<file path="config.mk">
export PLATFORM = sky130hd
export DESIGN_NAME = dcache_port_arbiter
export DESIGN_NICKNAME = d
export VERILOG_FILES = /design/src/rtl/dcache_arb_pkg.sv /design/src/rtl/tag_alloc_table.sv /design/src/rtl/dcache_port_arbiter.sv
export SDC_FILE = /design/constraint.sdc
export NUM_CORES = 1
export LEC_CHECK = 0
export CAP_MARGIN = 10
export CORE_ASPECT_RATIO = 1.25
export CORE_MARGIN = 2
export CORE_UTILIZATION = 40
export CTS_CLUSTER_SIZE = 30
export DETAILED_ROUTE_END_ITERATION = 10
export GPL_TIMING_DRIVEN = 0
export MAX_ROUTING_LAYER = met4
export PLACE_DENSITY_LB_ADDON = 0.12
export SYNTH_ARGS = -nofsm -noshare
export SYNTH_HDL_FRONTEND = slang
export SYNTH_HIERARCHICAL = 1
export SYNTH_SLANG_ARGS = --single-unit
</file>
<file path="constraint.sdc">
create_clock -name clk -period 4.55 [get_ports clk]
set_input_delay 0.91 -clock clk [delete_from_list [all_inputs] [get_ports clk]]
set_output_delay 0.91 -clock clk [all_outputs]
set_load 0.05 [all_outputs]
</file>
<file path="src/rtl/dcache_arb_pkg.sv">
// Shared definitions for the two-requester data-cache port arbiter.
package dcache_arb_pkg;

    localparam int unsigned ID_W     = 4;
    localparam int unsigned NUM_TAGS = 16;

    localparam logic REQ_R0 = 1'b0;
    localparam logic REQ_R1 = 1'b1;

    // One outstanding memory tag: who issued it and under which local ID.
    typedef struct packed {
        logic            owner;
        logic [ID_W-1:0] id;
        logic            alloc;
    } tag_entry_t;

endpackage

</file>
<file path="src/rtl/tag_alloc_table.sv">
// Memory-tag allocator: free bitmap, lowest-free encoder, per-tag owner/id storage.
module tag_alloc_table #(
    parameter int unsigned ID_W     = 4,
    parameter int unsigned NUM_TAGS = 16
) (
    input  logic            clk,
    input  logic            rst,
    // allocation side
    input  logic            alloc_en,
    input  logic            alloc_owner,
    input  logic [ID_W-1:0] alloc_id,
    output logic            alloc_avail,
    output logic [ID_W-1:0] alloc_tag,
    // lookup / free side
    input  logic [ID_W-1:0] lookup_tag,
    output logic            lookup_alloc,
    output logic            lookup_owner,
    output logic [ID_W-1:0] lookup_id,
    input  logic            free_en,
    output logic [ID_W:0]   outstanding
);
    import dcache_arb_pkg::*;

    logic [NUM_TAGS-1:0] free_q, free_d;
    tag_entry_t          entry_q [NUM_TAGS];
    tag_entry_t          entry_d [NUM_TAGS];
    logic [ID_W:0]       count_q, count_d;

    // Lowest-numbered free tag, taken from the registered bitmap only.
    always_comb begin
        alloc_avail = |free_q;
        alloc_tag   = '0;
        for (int i = NUM_TAGS - 1; i >= 0; i--) begin
            if (free_q[i]) begin
                alloc_tag = ID_W'(i);
            end
        end
    end

    // Registered table read for response routing.
    always_comb begin
        lookup_alloc = entry_q[lookup_tag].alloc;
        lookup_owner = entry_q[lookup_tag].owner;
        lookup_id    = entry_q[lookup_tag].id;
        outstanding  = count_q;
    end

    // Free and allocate never target the same tag: one is allocated, the other free.
    always_comb begin
        free_d  = free_q;
        entry_d = entry_q;
        count_d = count_q + (ID_W+1)'(alloc_en) - (ID_W+1)'(free_en);
        if (free_en) begin
            free_d[lookup_tag]        = 1'b1;
            entry_d[lookup_tag].alloc = 1'b0;
        end
        if (alloc_en) begin
            free_d[alloc_tag]        = 1'b0;
            entry_d[alloc_tag].owner = alloc_owner;
            entry_d[alloc_tag].id    = alloc_id;
            entry_d[alloc_tag].alloc = 1'b1;
        end
    end

    // Table state; reset marks every tag free.
    always_ff @(posedge clk) begin
        if (rst) begin
            free_q  <= '1;
            count_q <= '0;
            for (int i = 0; i < NUM_TAGS; i++) begin
                entry_q[i] <= '0;
            end
        end else begin
            free_q  <= free_d;
            count_q <= count_d;
            entry_q <= entry_d;
        end
    end

endmodule

</file>
<file path="src/rtl/dcache_port_arbiter.sv">
// Round-robin sharing of one tagged data-memory port between two requesters.
module dcache_port_arbiter #(
    parameter int unsigned DATA_W   = 32,
    parameter int unsigned ID_W     = 4,
    parameter int unsigned NUM_TAGS = 16
) (
    input  logic              clk,
    input  logic              rst,
    input  logic              r0_valid,
    input  logic [DATA_W-1:0] r0_addr,
    input  logic [DATA_W-1:0] r0_data,
    input  logic              r0_rw,
    input  logic [ID_W-1:0]   r0_id,
    output logic              r0_grant,
    output logic              r0_resp_valid,
    output logic [DATA_W-1:0] r0_resp_data,
    output logic [ID_W-1:0]   r0_resp_id,
    input  logic              r1_valid,
    input  logic [DATA_W-1:0] r1_addr,
    input  logic [DATA_W-1:0] r1_data,
    input  logic              r1_rw,
    input  logic [ID_W-1:0]   r1_id,
    output logic              r1_grant,
    output logic              r1_resp_valid,
    output logic [DATA_W-1:0] r1_resp_data,
    output logic [ID_W-1:0]   r1_resp_id,
    output logic [DATA_W-1:0] mem_addr,
    output logic [DATA_W-1:0] mem_data,
    output logic              mem_rw,
    output logic [ID_W-1:0]   mem_id,
    output logic              mem_valid,
    input  logic [DATA_W-1:0] mem_data_in,
    input  logic [ID_W-1:0]   mem_id_in,
    input  logic              mem_ready_in,
    input  logic              mem_stall_in,
    output logic [ID_W:0]     outstanding,
    output logic              err_unexpected
);
    import dcache_arb_pkg::*;

    logic              prio_q, prio_d;
    logic              grant0, grant1, any_grant;
    logic              alloc_avail, alloc_owner;
    logic [ID_W-1:0]   alloc_id, alloc_tag;
    logic              lk_alloc, lk_owner, hit, free_en;
    logic [ID_W-1:0]   lk_id;

    logic              mem_valid_q, mem_valid_d, mem_rw_q, mem_rw_d;
    logic [DATA_W-1:0] mem_addr_q, mem_addr_d, mem_data_q, mem_data_d;
    logic [ID_W-1:0]   mem_id_q, mem_id_d;
    logic              r0_rv_q, r0_rv_d, r1_rv_q, r1_rv_d, err_q, err_d;
    logic [DATA_W-1:0] r0_rd_q, r0_rd_d, r1_rd_q, r1_rd_d;
    logic [ID_W-1:0]   r0_ri_q, r0_ri_d, r1_ri_q, r1_ri_d;

    // Arbitration: prio_q names the requester that wins a tie.
    always_comb begin
        logic eligible;
        eligible    = !rst && !mem_stall_in && alloc_avail;
        grant0      = eligible && r0_valid && (!r1_valid || prio_q == REQ_R0);
        grant1      = eligible && r1_valid && (!r0_valid || prio_q == REQ_R1);
        any_grant   = grant0 || grant1;
        alloc_owner = grant1 ? REQ_R1 : REQ_R0;
        alloc_id    = grant1 ? r1_id : r0_id;
        prio_d      = prio_q;
        if (grant0) begin
            prio_d = REQ_R1;
        end else if (grant1) begin
            prio_d = REQ_R0;
        end
    end

    // Issue register: payload holds when nothing is granted.
    always_comb begin
        mem_valid_d = any_grant;
        mem_addr_d  = mem_addr_q;
        mem_data_d  = mem_data_q;
        mem_rw_d    = mem_rw_q;
        mem_id_d    = mem_id_q;
        if (grant0) begin
            mem_addr_d = r0_addr;
            mem_data_d = r0_data;
            mem_rw_d   = r0_rw;
            mem_id_d   = alloc_tag;
        end else if (grant1) begin
            mem_addr_d = r1_addr;
            mem_data_d = r1_data;
            mem_rw_d   = r1_rw;
            mem_id_d   = alloc_tag;
        end
    end

    // Response routing: a hit pulses the owner's resp_valid; a miss is dropped and flagged.
    always_comb begin
        hit     = mem_ready_in && lk_alloc;
        free_en = hit && !rst;
        r0_rv_d = hit && (lk_owner == REQ_R0);
        r1_rv_d = hit && (lk_owner == REQ_R1);
        r0_rd_d = r0_rd_q;
        r0_ri_d = r0_ri_q;
        r1_rd_d = r1_rd_q;
        r1_ri_d = r1_ri_q;
        if (r0_rv_d) begin
            r0_rd_d = mem_data_in;
            r0_ri_d = lk_id;
        end
        if (r1_rv_d) begin
            r1_rd_d = mem_data_in;
            r1_ri_d = lk_id;
        end
        err_d = err_q || (mem_ready_in && !lk_alloc);
    end

    tag_alloc_table #(
        .ID_W     (ID_W),
        .NUM_TAGS (NUM_TAGS)
    ) u_tags (
        .clk          (clk),
        .rst          (rst),
        .alloc_en     (any_grant),
        .alloc_owner  (alloc_owner),
        .alloc_id     (alloc_id),
        .alloc_avail  (alloc_avail),
        .alloc_tag    (alloc_tag),
        .lookup_tag   (mem_id_in),
        .lookup_alloc (lk_alloc),
        .lookup_owner (lk_owner),
        .lookup_id    (lk_id),
        .free_en      (free_en),
        .outstanding  (outstanding)
    );

    // Registered outputs and round-robin pointer.
    always_ff @(posedge clk) begin
        if (rst) begin
            prio_q      <= REQ_R0;
            mem_valid_q <= 1'b0;
            mem_addr_q  <= '0;
            mem_data_q  <= '0;
            mem_rw_q    <= 1'b0;
            mem_id_q    <= '0;
            r0_rv_q     <= 1'b0;
            r0_rd_q     <= '0;
            r0_ri_q     <= '0;
            r1_rv_q     <= 1'b0;
            r1_rd_q     <= '0;
            r1_ri_q     <= '0;
            err_q       <= 1'b0;
        end else begin
            prio_q      <= prio_d;
            mem_valid_q <= mem_valid_d;
            mem_addr_q  <= mem_addr_d;
            mem_data_q  <= mem_data_d;
            mem_rw_q    <= mem_rw_d;
            mem_id_q    <= mem_id_d;
            r0_rv_q     <= r0_rv_d;
            r0_rd_q     <= r0_rd_d;
            r0_ri_q     <= r0_ri_d;
            r1_rv_q     <= r1_rv_d;
            r1_rd_q     <= r1_rd_d;
            r1_ri_q     <= r1_ri_d;
            err_q       <= err_d;
        end
    end

    assign r0_grant       = grant0;
    assign r1_grant       = grant1;
    assign mem_valid      = mem_valid_q;
    assign mem_addr       = mem_addr_q;
    assign mem_data       = mem_data_q;
    assign mem_rw         = mem_rw_q;
    assign mem_id         = mem_id_q;
    assign r0_resp_valid  = r0_rv_q;
    assign r0_resp_data   = r0_rd_q;
    assign r0_resp_id     = r0_ri_q;
    assign r1_resp_valid  = r1_rv_q;
    assign r1_resp_data   = r1_rd_q;
    assign r1_resp_id     = r1_ri_q;
    assign err_unexpected = err_q;

endmodule

</file>
### Word-level counts from Yosys, hierarchy flattened

Cells that the tools add are included.

* flip-flop bits (word level): 263
* latch bits: 0
* memory bits (writable): 0
* bits in read-only memories: 0
* input port bits: 180
* output and inout port bits: 152
* memories: 0

* add/sub/neg operators: 2
* $mul: 0
* div/mod/pow operators: 0
* $lt $le $gt $ge: 8
* eq/ne operators: 0
* shift operators: 0
* mux-type cells: 51
* bitwise gates (word level): 7
* reduce and logical (&&, ||, !) cells: 26

Operator list (count)
* 96-bit bitwise mux: 4
* 96-bit 2-to-1 mux: 2
* 32-bit 2-to-1 mux: 4
* 6-bit demux with 4-bit select: 4
* 4-bit 2-to-1 mux: 19
* 16-bit 2-to-1 mux: 2
* 6-bit binary-select mux with 4-bit select: 1
* 6-bit 2-to-1 mux: 3
* 16-bit bitwise AND: 1
* 16-bit inverter: 1
* 16-bit OR: 1
* 16-bit OR reduction: 1
* 1-bit logical AND: 15
* 5-bit greater-or-equal comparator, second input constant: 2
* 4-bit by 5-bit < comparator with 1-bit output, second input constant: 2
* 5-bit by 1-bit < comparator with 1-bit output, second input constant: 2
* 4-bit inverter with 5-bit output: 2
* 1-bit 2-to-1 mux: 9
* 1-bit demux with 4-bit select: 2
* 4-bit by 1-bit greater-or-equal comparator with 1-bit output, second input constant: 2
* 5-bit by 1-bit adder with 5-bit output: 1
* 1-bit zero test: 5
* 5-bit 2-to-1 mux: 1
* 5-bit by 1-bit subtractor with 5-bit output: 1
* other kinds (3): 7

### Longest topological paths before layout

Gate-level depths: netlist of run 1.

* depth in word-level cells: 25
* gate-level depth with buffers: 18
* mapped depth without buffers: 16

### By module

The synthesis of run 1 kept the hierarchy.

Modules (own cells, without submodules)
* dcache_port_arbiter: times used 1, cells each 747, area each 6139.6 µm², sequential area each 2922.8 µm²
* tag_alloc_table: times used 1, cells each 530, area each 5585.4 µm², sequential area each 2342.2 µm²

### Worst setup path after synthesis of run 1

OpenSTA, ideal clock, no wires.

* path kind: input port to flip-flop
* from: input mem_id_in[0]
* to: register u_tags.count_q[4], in the netlist u_tags/outstanding[4]
* data arrival time: 4183 ps
* data required time: 4422 ps
* slack: 239 ps
* cell stages on the path: 17
* path buffers: 3
* path through: clkbuf_1 buf_2 clkbuf_1 mux4_2 mux4_2 nand2_1 nor2_1 ha_1 inv_1 ha_1 inv_1 fa_1 inv_1 a21o_1 a21oi_1 xnor2_1 nor2_1

* longest elaborated chain between the ends: 7

RTL lines
* start, declared: line dcache_port_arbiter.sv:33 `input logic [ID_W-1:0] mem_id_in,`
* 4-bit inverter with 5-bit output (not written as such): line tag_alloc_table.sv:42 `lookup_alloc = entry_q[lookup_tag].alloc;`
* 6-bit binary-select mux with 4-bit select: line tag_alloc_table.sv:42
* 6-bit 2-to-1 mux (not written as such) (2 in series): line tag_alloc_table.sv:42
* via lk_alloc: line dcache_port_arbiter.sv:45 `logic lk_alloc, lk_owner, hit, free_en;`
* 1-bit logical AND: line dcache_port_arbiter.sv:94 `hit = mem_ready_in && lk_alloc;`
* 1-bit logical AND: line dcache_port_arbiter.sv:95 `free_en = hit && !rst;`
* via free_en: line dcache_port_arbiter.sv:45
* 5-bit by 1-bit subtractor with 5-bit output: line tag_alloc_table.sv:52 `count_d = count_q + (ID_W+1)'(alloc_en) - (ID_W+1)'(free_en);`
* end signal, assigned: line tag_alloc_table.sv:75 `count_q <= count_d;`
* end, declared: line tag_alloc_table.sv:27 `logic [ID_W:0] count_q, count_d;`

The timed path passes the listed nets, and every way through them passes these cells. The select of a mux whose other input is x is not followed.
A chain may end at the register's enable or synchronous reset.

### Worst setup path after layout of run 1

Ends and elaborated chain as after synthesis.

==> results.toml, run 1 <==
[clock_tree]
cts_tree = "done"
cts_buffers = 28
cts.reportedPaths.clkPinSlew_ns = 0.06
cts_root_buf = "clkbuf_16"
clock_latency_ns = 0.54
cts_setup_buffers = 0
clockBufferDepth = 3
holdBufCountCts = 0
clkSinkCount = 263
htreeDepth = 1
cts_resized = 1

[synthesis]
synth_cell_types = 54
muxShareOfSynthArea_pct = 13.0
synth_top_family_by_area = "compound AO/OA/AOI/OAI gates"
synth_xor_area_share_pct = 0.299
synth_compound_gate_area_share_pct = 18.6
yosysWarnings = 6
netlist.area_leader.share_pct = 44.9
avgSynthCellArea_sq_um = 9.18
synthCells = 1277
yosys.area_share.simple_pct = 17.1
synthArstFlopShare_pct = 0
synth-edff-count = 0
synth-adder-area-share_pct = 0.704
synth_seq_cells = 263
yosys_most_used_dff = "dfxtp_1"
yosys-top-cells-area = "dfxtp_1 (45%), a21oi_1 (7.0%), mux2i_1 (6.8%)"
syn_nets = 1463
ys_seq_area_share_pct = 44.9
syn_area_sq_um = 11700
yosys.area.top_type = "dfxtp_1"

[grt]
grt_first_pass_wirelength_mm = 63.6
grt-ovfl-total = 0
first_global_vias = 10700
grt_max_degree = 15
antenna_found_initial = 11
grt_use_total_pct = 27.4

[worst_setup_path]
setup.worst_path.start = "mem_id_in[0]"
reg2reg_depth = 18
reg2reg_to = "u_tags/outstanding[4]$_SDFF_PP0_"
cp-end-kind = "flip-flop"
crit_path_max_fanout = 10
r2r_slack_ns = 0.94
critPathArrivalTime_ns = 4.75
start_kind = "primary input"
crit_type = "in2reg"
r2r_start = "u_tags/free_q[12]$_SDFF_PP1_"
worstPathRequired_ns = 4.96

[cells_and_area]
seqCellArea_sq_um = 5270
final_cell_mix = "clkdlybuf4s50_1 (328), dfxtp_1 (263), nand2_1 (165), a21oi_1 (165), nand2b_1 (96)"
layout_commonest_cell = "clkdlybuf4s50_1"
drive_gt1_share_pct = 9.06
fill_cells = 2683
syn_to_final_growth_pct = 40.2
multiInputGateArea_sq_um = 5830
nets = 1821
final_area_sq_um = 16400

[pwr]
combPwrFrac_pct = 14.8
total_power_uw = 5440
vdd_ir_drop_max_mv = 0.263
power_density_nw_per_um2 = 331
leakage_uw = 0.00597
p_switching_uw = 1440
pwr-share-clk_pct = 41.3
p_sw_share_pct = 26.5
internal-power_uw = 4000
power_frac_seq_pct = 43.9

[sta]
rsz0062_at_grt = "false"
post-route-period-util_pct = 95.3
maxSlewViolCount = 0
period_needed_ns = 4.34
worst_slew_pin_slew_ns = 0.816
finClkSkew_ns = 0.00561
fmax_ghz = 0.231
relSlewSlack_pct = 45.6
finalHoldViolCount = 0
setup_violations = 0

[detailed_routing]
dr.pass1.iters = 7
routed_via_density = 5.36
dr.first_iter.drc_count = 644
drc_errors = 0
routed-via-count = 11100
ant_nets = 0
drt_wl_total_mm = 42.3
wire_per_inst_um = 20.5

[floorplanning]
io_pins = 332
fp.dieW_um = 157
core-area_sq_um = 29100
dieArea_sq_um = 30700
initial_utilization_pct = 40.3
die_y_um = 195
rows = 70

[hold_path]
holdPathStages = 2
worstHoldEndpoint = "u_tags/entry_q[36]$_SDFF_PP0_"
holdCritStartpoint = "u_tags/entry_q[36]$_SDFF_PP0_"
hp-class = "reg2reg"

[place]
portBuffers = 328
post-dp-hpwl_mm = 32.1
finalWeightedCongestion = 0.889
place_area_sq_um = 15500

[job]
cap_violations = 0

[status]
status = "finished, final reports clean"
[synthesized netlist by cell type (5+ instances only)]
master	number
nor2_1	24
a21oi_1	165
o21ai_0	70
dfxtp_1	263
buf_2	30
a311oi_2	15
buf_4	8
a311oi_1	51
clkbuf_1	70
ha_1	5
nand3_1	88
o21ai_1	7
a21o_1	16
inv_1	15
nor3_1	6
nand2_1	165
nand2b_1	96
o21bai_1	8
buf_6	7
mux2i_1	80
mux4_2	30
[how the worst max path moves through the flow]
stage | end | cells after the start
after CTS | u_tags/outstanding[4]$_SDFF_PP0_ | 17
after floorplan | u_tags/outstanding[4]$_SDFF_PP0_ | 17
after global placement | u_tags/outstanding[4]$_SDFF_PP0_ | 17
after global routing | u_tags/outstanding[4]$_SDFF_PP0_ | 17
after detailed placement | u_tags/outstanding[4]$_SDFF_PP0_ | 17
final | u_tags/outstanding[4]$_SDFF_PP0_ | 17
[cells by family after synthesis]
logic type | Yosys count
AO/OA/AOI/OAI | 346
XOR/XNOR | 4
adder cells (fa/ha/maj) | 6
flip-flops | 263
multiplexers | 114
buffers and inverters | 136
AND/OR/NAND/NOR | 408
[power by group through the flow]
stage / clock network (uW) / logic, uW / registers [uW]
2_1_floorplan: 0 / 278 / 2600
3_3_place_gp: 0 / 801 / 2440
3_5_place_dp: 0 / 803 / 2440
4_1_cts: 2300 / 807 / 2390
5_1_grt: 2390 / 853 / 2390
6_report: 2240 / 806 / 2390
[worst max-delay path, stage by stage]
cell and delay (ns):
clkbuf_2 0.30, buf_2 0.40, clkbuf_1 0.37, mux4_2 0.30, mux4_2 0.34, nand2_1 0.10, nor2_1 0.54, ha_1 0.35
inv_1 0.06, ha_1 0.16, inv_1 0.06, fa_1 0.39, inv_1 0.07, a21o_1 0.10, a21oi_1 0.07, xnor2_1 0.16
nor2_1 0.05
[state kept, by name (all words and copies together), names as in the netlist, 4 cells and up]
| name | count |
|---|---|
| mem_id | 4 |
| mem_addr | 32 |
| r0_resp_data | 32 |
| mem_data | 32 |
| u_tags/free_q | 16 |
| r1_resp_data | 32 |
| r0_resp_id | 4 |
| r1_resp_id | 4 |
| u_tags/outstanding | 5 |
| u_tags/entry_q | 96 |
[layer usage]
metal / part of all wire, % / track usage, %
met5: 0 / -
met2: 49 / 46.0
met4: 4.4 / 12.3
met1: 39 / 31.1
met3: 7.5 / 6.26
[stage by stage]
stage / TNS (ns) / hold WS, ns / utilization, % / cells / setup slack, ns
6_report: 0 / 0.452 / 56.5 / 2063 / 0.213
5_1_grt: 0 / 0.467 / 56.5 / 2063 / 0.00333
3_5_place_dp: -1.67 / 0.446 / 53.3 / 2001 / -0.639
2_1_floorplan: 0 / 0.433 / - / 1277 / 0.239
3_3_place_gp: -1.46 / 0.442 / 53.3 / 2001 / -0.582
4_1_cts: 0 / 0.455 / 56.4 / 2052 / 0.231
[layout make-up]
cell class	count	share of cell area [%]
multi-input combinational	878	35.5
sequential	263	32.0
timing repair buffer	328	20.0
clock buffer	42	5.01
buffer	119	3.46
tap	396	3.01
clock inverter	9	0.510
inverter	17	0.388
antenna	11	0.167
No activity file was read; power rests on OpenSTA's default activity.
==> run 2, diff against run 1 <==
--- a/config.mk
+++ b/config.mk
@@ -5,6 +5,7 @@
 export SDC_FILE = /design/constraint.sdc
 export NUM_CORES = 1
 export LEC_CHECK = 0
+export ABC_CLOCK_PERIOD_IN_PS = 4550
 export CAP_MARGIN = 10
 export CORE_ASPECT_RATIO = 1.25
 export CORE_MARGIN = 2
==> results of run 2 <==
Same layout as run 1: the final DEF is identical, and so are final timing and power.
==> run 3, diff against run 2 <==
--- a/config.mk
+++ b/config.mk
@@ -6,8 +6,7 @@
 export NUM_CORES = 1
 export LEC_CHECK = 0
 export ABC_CLOCK_PERIOD_IN_PS = 4550
-export CAP_MARGIN = 10
-export CORE_ASPECT_RATIO = 1.25
+export CORE_ASPECT_RATIO = 1.2
 export CORE_MARGIN = 2
 export CORE_UTILIZATION = 40
 export CTS_CLUSTER_SIZE = 30
==> run 3 against run 2 <==
  * Count of clock-buffer cells in the layout is 2 higher
  * Sequential power about the same
  * Core utilization increased by 0.49 points
  * Cell count decreased by 0.78%
  * Wire length grew 0.88%
  * Sequential share of layout area is essentially flat
  * Clock skew increased by 0.0014 ns
  * Critical path depth is 11 lower
  * Flip-flop and latch count unchanged
  * Hold slack better by 0.0021 ns
==> results.toml, run 3 (same netlist as run 1, synthesis figures left out) <==
[grt]
antenna_found_initial = 5
grt_use_total_pct = 27.5
grt_first_pass_wirelength_mm = 64.3
first_global_vias = 10800
grt_max_degree = 15
grt-ovfl-total = 0

[pwr]
power_density_nw_per_um2 = 334
leakage_uw = 0.00599
p_switching_uw = 1450
pwr-share-clk_pct = 41.9
vdd_ir_drop_max_mv = 0.243
power_frac_seq_pct = 43.4
internal-power_uw = 4050
combPwrFrac_pct = 14.7
p_sw_share_pct = 26.3

[clock_tree]
cts_resized = 1
cts.reportedPaths.clkPinSlew_ns = 0.06
clkSinkCount = 263
clockBufferDepth = 3
htreeDepth = 1
cts_buffers = 28
cts_setup_buffers = 0
cts_tree = "done"
holdBufCountCts = 0
clock_latency_ns = 0.55
cts_root_buf = "clkbuf_16"

[sta]
finClkSkew_ns = 0.00698
fmax_ghz = 0.235
rsz0062_at_grt = "false"
period_needed_ns = 4.26
post-route-period-util_pct = 93.6
finalHoldViolCount = 0
setup_violations = 0
fin_ws_ns = 0.291
relSlewSlack_pct = 46.9
worst_slew_pin_slew_ns = 0.797
hold_ws_ns = 0.454
maxSlewViolCount = 0

[place]
pre_cts_slack_ns = -0.607
portBuffers = 328
place_area_sq_um = 15500
finalWeightedCongestion = 0.932
dp_cells = 1990
post-dp-hpwl_mm = 32.3

[cells_and_area]
drive_gt1_share_pct = 9.17
layout_commonest_cell = "clkdlybuf4s50_1"
fin_cells = 2047
final_area_sq_um = 16400
largest_reg_flops = 96
nets = 1821
fin_util_pct = 57.0
regMostFlops = "u_tags/entry_q"
syn_to_final_growth_pct = 40.3
final_cell_mix = "clkdlybuf4s50_1 (328), dfxtp_1 (263), nand2_1 (165), a21oi_1 (165), nand2b_1 (96)"

[worst_setup_path]
critPathArrivalTime_ns = 3.35
worstPathRequired_ns = 3.64
cp-end-kind = "output port"
crit_path_max_fanout = 10
start_kind = "primary input"
crit_type = "in2out"

[detailed_routing]
ant_nets = 0
routed-via-count = 11100
dr.pass1.iters = 5
drt_wl_total_mm = 42.7
routed_via_density = 5.44
wire_per_inst_um = 20.9
dr.first_iter.drc_count = 849
drc_errors = 0

[job]
cap_violations = 0

[floorplanning]
dieArea_sq_um = 30700
core-area_sq_um = 28800
rows = 68
die_y_um = 192
fp.dieW_um = 160
io_pins = 332
initial_utilization_pct = 40.7

[status]
status = "finished, final reports clean"

[hold_path]
hp-class = "reg2reg"
-- run 3: cell type report --
type | instances | area [sq um]
Timing Repair Buffer | 328 | 3280
Fill cell | 2584 | 12400
Inverter | 17 | 63.8
Tap cell | 385 | 482
Clock buffer | 44 | 861
Multi-Input combinational cell | 878 | 5830
Buffer | 119 | 571
Clock inverter | 8 | 80.1
Sequential cell | 263 | 5270
Antenna cell | 5 | 12.5
-- run 3: metal layers --
| metal | wire length (um) | global-route usage, % |
|---|---|---|
| met1 | 17500 | 32.6 |
| met2 | 21500 | 48.1 |
| met3 | 2540 | 4.60 |
| met4 | 1160 | 8.04 |
| met5 | 0 | - |
-- run 3: power groups by stage --
stage / Sequential (uW) / Combinational, uW / Clock, uW
final: 2390 / 808 / 2300
after global routing: 2390 / 854 / 2440
after CTS: 2390 / 808 / 2350
after detailed placement: 2440 / 803 / 0
after global placement: 2440 / 802 / 0
after floorplan: 2600 / 278 / 0
-- run 3: critical path: stages --
cell and delay (ns):
clkdlybuf4s50_1 0.62, nor3b_1 0.28, buf_4 0.23, nand3_1 0.30, inv_1 0.17, clkdlybuf4s50_1 0.82
-- run 3: metrics by stage --
step                      TNS, ns  power (uW)
final                           0        5500
after global routing            0        5690
after CTS                       0        5550
after detailed placement    -1.59        3240
after global placement      -1.54        3240
after floorplan                 0        2880
-- run 3: worst paths after layout --
path         cells past startpoint  slack, ns                          endpoint                           from
max                              6       0.29                          r1_grant                            rst
min                              2       0.45     r1_resp_data[27]$_SDFFE_PP0P_  r1_resp_data[27]$_SDFFE_PP0P_
max reg2reg                     18       0.97  u_tags/outstanding[4]$_SDFF_PP0_    u_tags/free_q[8]$_SDFF_PP1_
min reg2reg                      2       0.45     r1_resp_data[27]$_SDFFE_PP0P_  r1_resp_data[27]$_SDFFE_PP0P_
